File: src/rtl/conv_accbin_stream.sv
// Streaming binary-conv back end: accumulates TAPS signed terms per channel and adds
// a per-channel offset. It emits one sign bit per channel per pixel, one cycle after the final tap.
module conv_accbin_stream #(
   parameter int CH   = 18,
   parameter int TAPS = 5,
   parameter int PIX  = 576,
   parameter int bW   = 8
) (
   input  logic                  clk,
   input  logic                  rst_n,
   input  logic                  in_valid,
   output logic                  in_ready,
   input  logic [CH*bW-1:0]      in_data,
   input  logic                  off_we,
   input  logic [$clog2(CH)-1:0] off_addr,
   input  logic [bW-1:0]         off_data,
   output logic                  out_valid,
   input  logic                  out_ready,
   output logic [CH-1:0]         out_bits,
   output logic                  out_last,
   output logic                  err_addr
);
   localparam int ACCW = bW + $clog2(TAPS) + 1;
   localparam int SW   = ACCW + 1;
   localparam int AW   = $clog2(CH);
   localparam int TW   = $clog2(TAPS);
   localparam int PW   = (PIX > 1) ? $clog2(PIX) : 1;
   localparam logic [TW-1:0] TAP_LAST = TW'(TAPS - 1);
   localparam logic [PW-1:0] PIX_LAST = PW'(PIX - 1);
   localparam logic [AW:0]   CH_LIM   = (AW+1)'(CH);

   logic signed [ACCW-1:0] acc_q [CH];
   logic signed [ACCW-1:0] acc_d [CH];
   logic signed [bW-1:0]   off_q [CH];
   logic signed [bW-1:0]   off_d [CH];
   logic [TW-1:0]          tap_cnt_q, tap_cnt_d;
   logic [PW-1:0]          pix_cnt_q, pix_cnt_d;
   logic                   out_valid_q, out_valid_d;
   logic [CH-1:0]          out_bits_q, out_bits_d;
   logic                   out_last_q, out_last_d;
   logic                   err_q, err_d;

   logic                   last_tap, accept, fin;
   logic signed [bW-1:0]   term;
   logic signed [SW-1:0]   sum;

   // Only the final tap can stall, and only while a result is still unconsumed.
   assign last_tap = (tap_cnt_q == TAP_LAST);
   assign in_ready = !last_tap || !out_valid_q || out_ready;
   assign accept   = in_valid && in_ready;
   assign fin      = accept && last_tap;

   always_comb begin
      tap_cnt_d   = tap_cnt_q;
      pix_cnt_d   = pix_cnt_q;
      out_valid_d = out_valid_q;
      out_bits_d  = out_bits_q;
      out_last_d  = out_last_q;
      err_d       = err_q;
      term        = '0;
      sum         = '0;
      for (int c = 0; c < CH; c++) begin
         acc_d[c] = acc_q[c];
         off_d[c] = off_q[c];
      end

      if (out_valid_q && out_ready) begin
         out_valid_d = 1'b0;
      end

      if (accept) begin
         tap_cnt_d = last_tap ? '0 : tap_cnt_q + TW'(1);
         for (int c = 0; c < CH; c++) begin
            term = $signed(in_data[c*bW +: bW]);
            // Tap 0 overwrites, so no separate clear cycle is needed between pixels.
            acc_d[c] = (tap_cnt_q == '0) ? ACCW'(term) : acc_q[c] + ACCW'(term);
            sum      = SW'(acc_q[c]) + SW'(term) + SW'(off_q[c]);
            if (fin) begin
               out_bits_d[c] = ~sum[SW-1];
            end
         end
      end

      if (fin) begin
         out_valid_d = 1'b1;
         out_last_d  = (pix_cnt_q == PIX_LAST);
         pix_cnt_d   = (pix_cnt_q == PIX_LAST) ? '0 : pix_cnt_q + PW'(1);
      end

      if (off_we) begin
         if ({1'b0, off_addr} >= CH_LIM) begin
            err_d = 1'b1;
         end else begin
            for (int c = 0; c < CH; c++) begin
               if (off_addr == AW'(c)) begin
                  off_d[c] = $signed(off_data);
               end
            end
         end
      end
   end

   always_ff @(posedge clk or negedge rst_n) begin
      if (!rst_n) begin
         for (int c = 0; c < CH; c++) begin
            acc_q[c] <= '0;
            off_q[c] <= '0;
         end
         tap_cnt_q   <= '0;
         pix_cnt_q   <= '0;
         out_valid_q <= 1'b0;
         out_bits_q  <= '0;
         out_last_q  <= 1'b0;
         err_q       <= 1'b0;
      end else begin
         acc_q       <= acc_d;
         off_q       <= off_d;
         tap_cnt_q   <= tap_cnt_d;
         pix_cnt_q   <= pix_cnt_d;
         out_valid_q <= out_valid_d;
         out_bits_q  <= out_bits_d;
         out_last_q  <= out_last_d;
         err_q       <= err_d;
      end
   end

   assign out_valid = out_valid_q;
   assign out_bits  = out_bits_q;
   assign out_last  = out_last_q;
   assign err_addr  = err_q;

endmodule
File: config.mk
export PLATFORM = sky130hd
export DESIGN_NAME = conv_accbin_stream
export DESIGN_NICKNAME = d
export VERILOG_FILES = /design/src/rtl/conv_accbin_stream.sv
export SDC_FILE = /design/constraint.sdc
export NUM_CORES = 2
export LEC_CHECK = 0
export ABC_AREA = 1
export ABC_CLOCK_PERIOD_IN_PS = 2900
export CORE_MARGIN = 2
export CORE_UTILIZATION = 60
export DETAILED_ROUTE_END_ITERATION = 16
export DONT_BUFFER_PORTS = 1
export PLACE_DENSITY = 0.82
export SYNTH_ARGS = -nofsm -noshare
export SYNTH_HDL_FRONTEND = slang
export SYNTH_SLANG_ARGS = --single-unit
File: constraint.sdc
create_clock -name clk -period 2.9 [get_ports clk]
set_clock_uncertainty 0.15 [all_clocks]
set_input_delay 0.29 -clock clk [delete_from_list [all_inputs] [get_ports clk]]
set_output_delay 0.29 -clock clk [all_outputs]
set_load 0.05 [all_outputs]
# Word level (Yosys, flattened, before mapping)
# Cells that the tools add are included.
[word_totals] register_bits=394 inputBits=162 out_inout_bits=22 word_cells=189
[op_classes] addsub=56 order_cmp=1 n_eq_ne=19 muxes=22 bitwise_logic=19 reduce_logical=30
[ops] cell="$add A12 B8 Y13" count=18
[ops] cell="$add A13 B8 Y13" count=18
[ops] cell="$add A12 B8 Y12" count=18
[ops] cell="$mux W12" count=18
[ops] cell="$reduce_and A3 Y1" count=18
[ops] cell="$eq A5 B4 Y1 const B" count=8
[ops] cell="$eq A5 B3 Y1 const B" count=4
[ops] cell="$not A1 Y1" count=19
[ops] cell="$add A10 B1 Y10 const B" count=1
[ops] cell="$eq A10 B10 Y1 const B" count=1
[ops] cell="$eq A5 B2 Y1 const B" count=2
[ops] cell="$eq A5 B5 Y1 const B" count=2
[ops] cell="$mux W10" count=1
[ops] cell="$eq A5 B1 Y1 const B" count=1
[ops] cell="$ge A5 B5 Y1 const B" count=1
[ops] cell="$logic_not A5 Y1" count=1
[ops] cell="$reduce_and A2 Y1" count=2
[ops] cell="$add A3 B1 Y3 const B" count=1
[ops] cell="$eq A3 B3 Y1 const B" count=1
[ops] cell="$logic_and A1 B1 Y1" count=3
[ops] cell="$logic_not A3 Y1" count=1
[ops] cell="$mux W3" count=1
[ops] cell="$logic_not A1 Y1" count=2
[ops] cell="$logic_or A1 B1 Y1" count=2
[ops] cell="2 further kinds" count=3

# Logic depth before layout (Yosys ltp)
[depth] ltp_word=7 ltp_mapped=13 ltp_nobuf=13

# Least setup slack after synthesis
# OpenSTA, ideal clock, no wires.
[synth_timing] kind="register to register" startpoint="reg off_q[15] (netlist bit)" endpoint="reg out_bits_q[16] (netlist: out_bits[16])" arrival_ns=1.805 t_required_ns=2.632 setup_slack_ns=0.827 path_stages_with_launch=12 path_buffers=0 synth_period_minus_slack_ns=2.073 path_cell_list="dfrtp_1 inv_1 fa_1 inv_1 ha_1 nand4_1 nor3_1 nand2_1 nand2_1 nand2_1 nand3_1 nand2_1"
[synth_between] elab_chain_cells=2
[synth_lines] item="start, declared" line_no="34" source="logic signed [bW-1:0] off_q [CH];"
[synth_lines] item="start signal, assigned by index" line_no="107" source="off_q[c] <= '0;"
[synth_lines] item="start signal, assigned" line_no="117" source="off_q <= off_d;"
[synth_lines] item="$add A13 B8 Y13" line_no="77" source="sum = SW'(acc_q[c]) + SW'(term) + SW'(off_q[c]);"
[synth_lines] item="$not A1 Y1" line_no="79" source="out_bits_d[c] = ~sum[SW-1];"
[synth_lines] item="end signal, assigned" line_no="121" source="out_bits_q <= out_bits_d;"
[synth_lines] item="end, declared" line_no="39" source="logic [CH-1:0] out_bits_q, out_bits_d;"
# Every way passes these cells.
# A chain may end at the register's enable or synchronous reset.

# Worst setup path after layout
[layout_timing] startpoint="reg tap_cnt_q[0]" endpoint="reg acc_q[12] (netlist bit)"
[layout_between] elab_chain_cells=5 word_cells_on_any_way=7 classes_between="eq/ne: 1; mux: 1; reduce/logical: 5"
[layout_lines] item="start, declared" line_no="36" source="logic [TW-1:0] tap_cnt_q, tap_cnt_d;"
[layout_lines] item="start signal, assigned" line_no="118" source="tap_cnt_q <= tap_cnt_d;"
[layout_lines] item="$eq A3 B3 Y1" line_no="48" source="assign last_tap = (tap_cnt_q == TAP_LAST);"
[layout_lines] item="$logic_not A1 Y1" line_no="49" source="assign in_ready = !last_tap || !out_valid_q || out_ready;"
[layout_lines] item="$logic_or A1 B1 Y1 (2 in series)" line_no="49"
[layout_lines] item="$logic_and A1 B1 Y1" line_no="50" source="assign accept = in_valid && in_ready;"
[layout_lines] item="end signal, assigned by index" line_no="106" source="acc_q[c] <= '0;"
[layout_lines] item="end signal, assigned" line_no="116" source="acc_q <= acc_d;"
[layout_lines] item="end, declared" line_no="32" source="logic signed [ACCW-1:0] acc_q [CH];"
# Several ways; a longest one is shown, not always the timed one.

==> flow_summary.toml <==
[pwr]
p_leak_nw = 22.1
power_density_mw_per_mm2 = 1040
peakVddDrop_v = 0.000651

[logic_synthesis]
synth_most_common_cell = "nand2_1"
synth_top_area_cell = "dfrtp_1"
synth_top_area_share_pct = 26.6
synth_flop_cell = "dfrtp_1"
synth_area_leaders = "dfrtp_1, nand2_1, ha_1"
ys_types = 33
async_flop_share_pct = 100
synth_common_cells = "nand2_1, inv_1, a21oi_1, ha_1, dfrtp_1"
ys_seq_elements = 394
synth.avg_cell_area_um2 = 7.36
synth_edf_count = 0
ys_seq_area_share_pct = 26.6
synth_fp_nets = 5811
syn_area_mm2 = 0.0371
netlist_instances = 5034
yosysWarningCount = 0

[cts]
post_cts_buffers = 0
cts_max_level = 2
clk_pin_slew_ns = 0.06
cts_hold_buf = 164
cts_tree = "done"
ctsResizeCount = 0
cts_root_buffer = "clkbuf_16"
clk_latency_ns = 0.61
cts_sinks = 394
numCtsBuffers = 49
clock_path_buffers = 3

[worst_setup_path]
path_cells = "inv_1 > ha_1 > nand2_4 > inv_6 > buf_4 > nand2_1 > a31oi_1 > dlygate4sd3_1"
crit_family = "buffers and inverters"
critPathKind = "reg -> reg"
end_kind = "register"
r2r-end = "acc_q[12]"
rrSetupSlack_ns = 0.17
path_max_fanout = 30
slowest_delay_ns = 0.58
cp.arrival_ns = 3.12
worstRegToRegCells = 8
cpMaxStageDelayCell = "dlygate4sd3_1"
path_buf_inv = 4
crit_required_ns = 3.29
crit_path_start_kind = "register"
r2r_start = "tap_cnt_q[0]"

[floorplan]
start_util_pct = 60.4
io_pins = 184
coreArea_mm2 = 0.0614
rows = 91
die_w_um = 253
die_area_mm2 = 0.0638
fp.dieH_um = 253

[timing]
slew_viol_final = 0
rsz0062_at_grt = "false"
fin_hold_ws_ns = -0.737
post-route-min-period_ns = 2.73
period_share_pct = 94.1
tightest_slew_ns = 1.16
relSlewSlack_pct = 22.8
max_freq_ghz = 0.366
setup_viol = 0
final-hold-violation-count = 394
fin_setup_tns_ns = 0

[place]
place_hpwl_um = 67500
place_inst = 5740
place.port_buffers = 0
routabilityCongestion = 0.922

[grt]
grt_pass1_wl_um = 164000
grt_usage_pct = 31.8
globalRoute.totalOverflow = 0
grt_busiest_layer = "met2"
antenna_found_initial = 2
met1_usage_pct = 41.2
grt_max_degree = 395
grt_use_met3_pct = 5.58
grt_pass1_vias = 33063
gr-usage-met2_pct = 53.0

[finish]
synthToLayoutAreaGrowth_pct = 11.0
drive_gt1_share_pct = 3.59
fillers = 5099
layout.cells.non_filler = 5996
layout.nets = 5942

[outcome]
run_status = "finished, violations left"
violations = "negative hold slack"

[drt]
vias = 33561
totalWireLength_um = 100000
avgViaCountPerCell = 5.60
drt_pass1_iterations = 6
wl_per_cell_um = 16.7
route.detailed.drc = 0
drt_iter0_markers = 2523
ant_nets = 0

[hold_path]
min-delay-path-class = "in -> async"

[run]
maxCapViolations = 0
placed cells by master (no fill, tap or decap), drive strengths merged, types with 56 or more instances in the layout:
cell type    netlist  layout
o21ai            227     227
nor2             377     377
clkbuf            19      62
dlygate4sd3        0     164
ha               399     399
nand2           1344    1344
xor2              56      56
nand3            325     325
a21oi            426     426
inv              852     854
nand4             81      81
fa               216     216
dfrtp            394     394
layout make-up:
| class | instances | area [um2] | share of cell area, % |
|---|---|---|---|
| Multi-Input combinational cell | 3678 | 23400 | 56.8 |
| Sequential cell | 394 | 9860 | 24.0 |
| Inverter | 852 | 3210 | 7.81 |
| Timing Repair Buffer | 190 | 1910 | 4.65 |
| Clock buffer | 62 | 1380 | 3.35 |
| Tap cell | 790 | 988 | 2.40 |
| Clock inverter | 29 | 413 | 1.00 |
| Antenna cell | 1 | 2.50 | 0.00609 |
flip-flops by register name, summed over array words and instances, names as in the netlist:
| register | flops |
|---|---|
| pix_cnt_q | 10 |
| acc_q | 216 |
| tap_cnt_q | 3 |
| err_addr | 1 |
| out_last | 1 |
| out_valid | 1 |
| off_q | 144 |
| out_bits | 18 |
kinds of logic after synthesis:
| group | count (synthesis) | synth area share [%] |
|---|---|---|
| buf+inv | 962 | 10.4 |
| flops | 394 | 26.6 |
| compound gates | 748 | 10.6 |
| fa+ha+maj | 615 | 25.1 |
| simple gates | 2223 | 25.0 |
| xor+xnor | 92 | 2.17 |
worst max-delay path by stage:
stage                             from            to  slack [ns]  cells past startpoint
final                     tap_cnt_q[0]     acc_q[12]        0.17                      8
after global routing      tap_cnt_q[0]     acc_q[12]        0.05                      8
after CTS                 tap_cnt_q[0]     acc_q[12]        0.24                      8
after detailed placement  tap_cnt_q[0]  pix_cnt_q[8]        0.47                     12
after global placement    tap_cnt_q[0]  pix_cnt_q[8]        0.54                     12
after floorplan              off_q[15]  out_bits[16]        0.83                     11
report_power, final:
part           total [mW]  switching, mW  leakage (nW)  internal [mW]
combinational        25.6           15.3          16.5           10.3
sequential           10.1           2.53          4.72           7.59
clock                6.87           2.63         0.879           4.25
total                42.6           20.5          22.1           22.1
through the flow:
step                      worst slack [ns]  utilization, %  area, um2  hold WS, ns  total power, mW
after floorplan                      0.827               -      37100       -0.156             29.2
after global placement               0.537            61.4      37700       -0.134             33.8
after detailed placement             0.466            61.4      37700       -0.137             34.9
after CTS                            0.244            67.0      41100       -0.781             42.4
after global routing                0.0524            67.0      41100       -0.763             47.2
final                                0.170            67.0      41100       -0.737             42.6
routing by layer:
layer | up-vias | part of all wire (%)
met5 | - | 0.013
met4 | 2 | 4.0
met3 | 261 | 7.5
met2 | 1087 | 47
met1 | 15852 | 41
li1 | 16359 | -
Note: power is estimated with default switching activity, not from simulation.
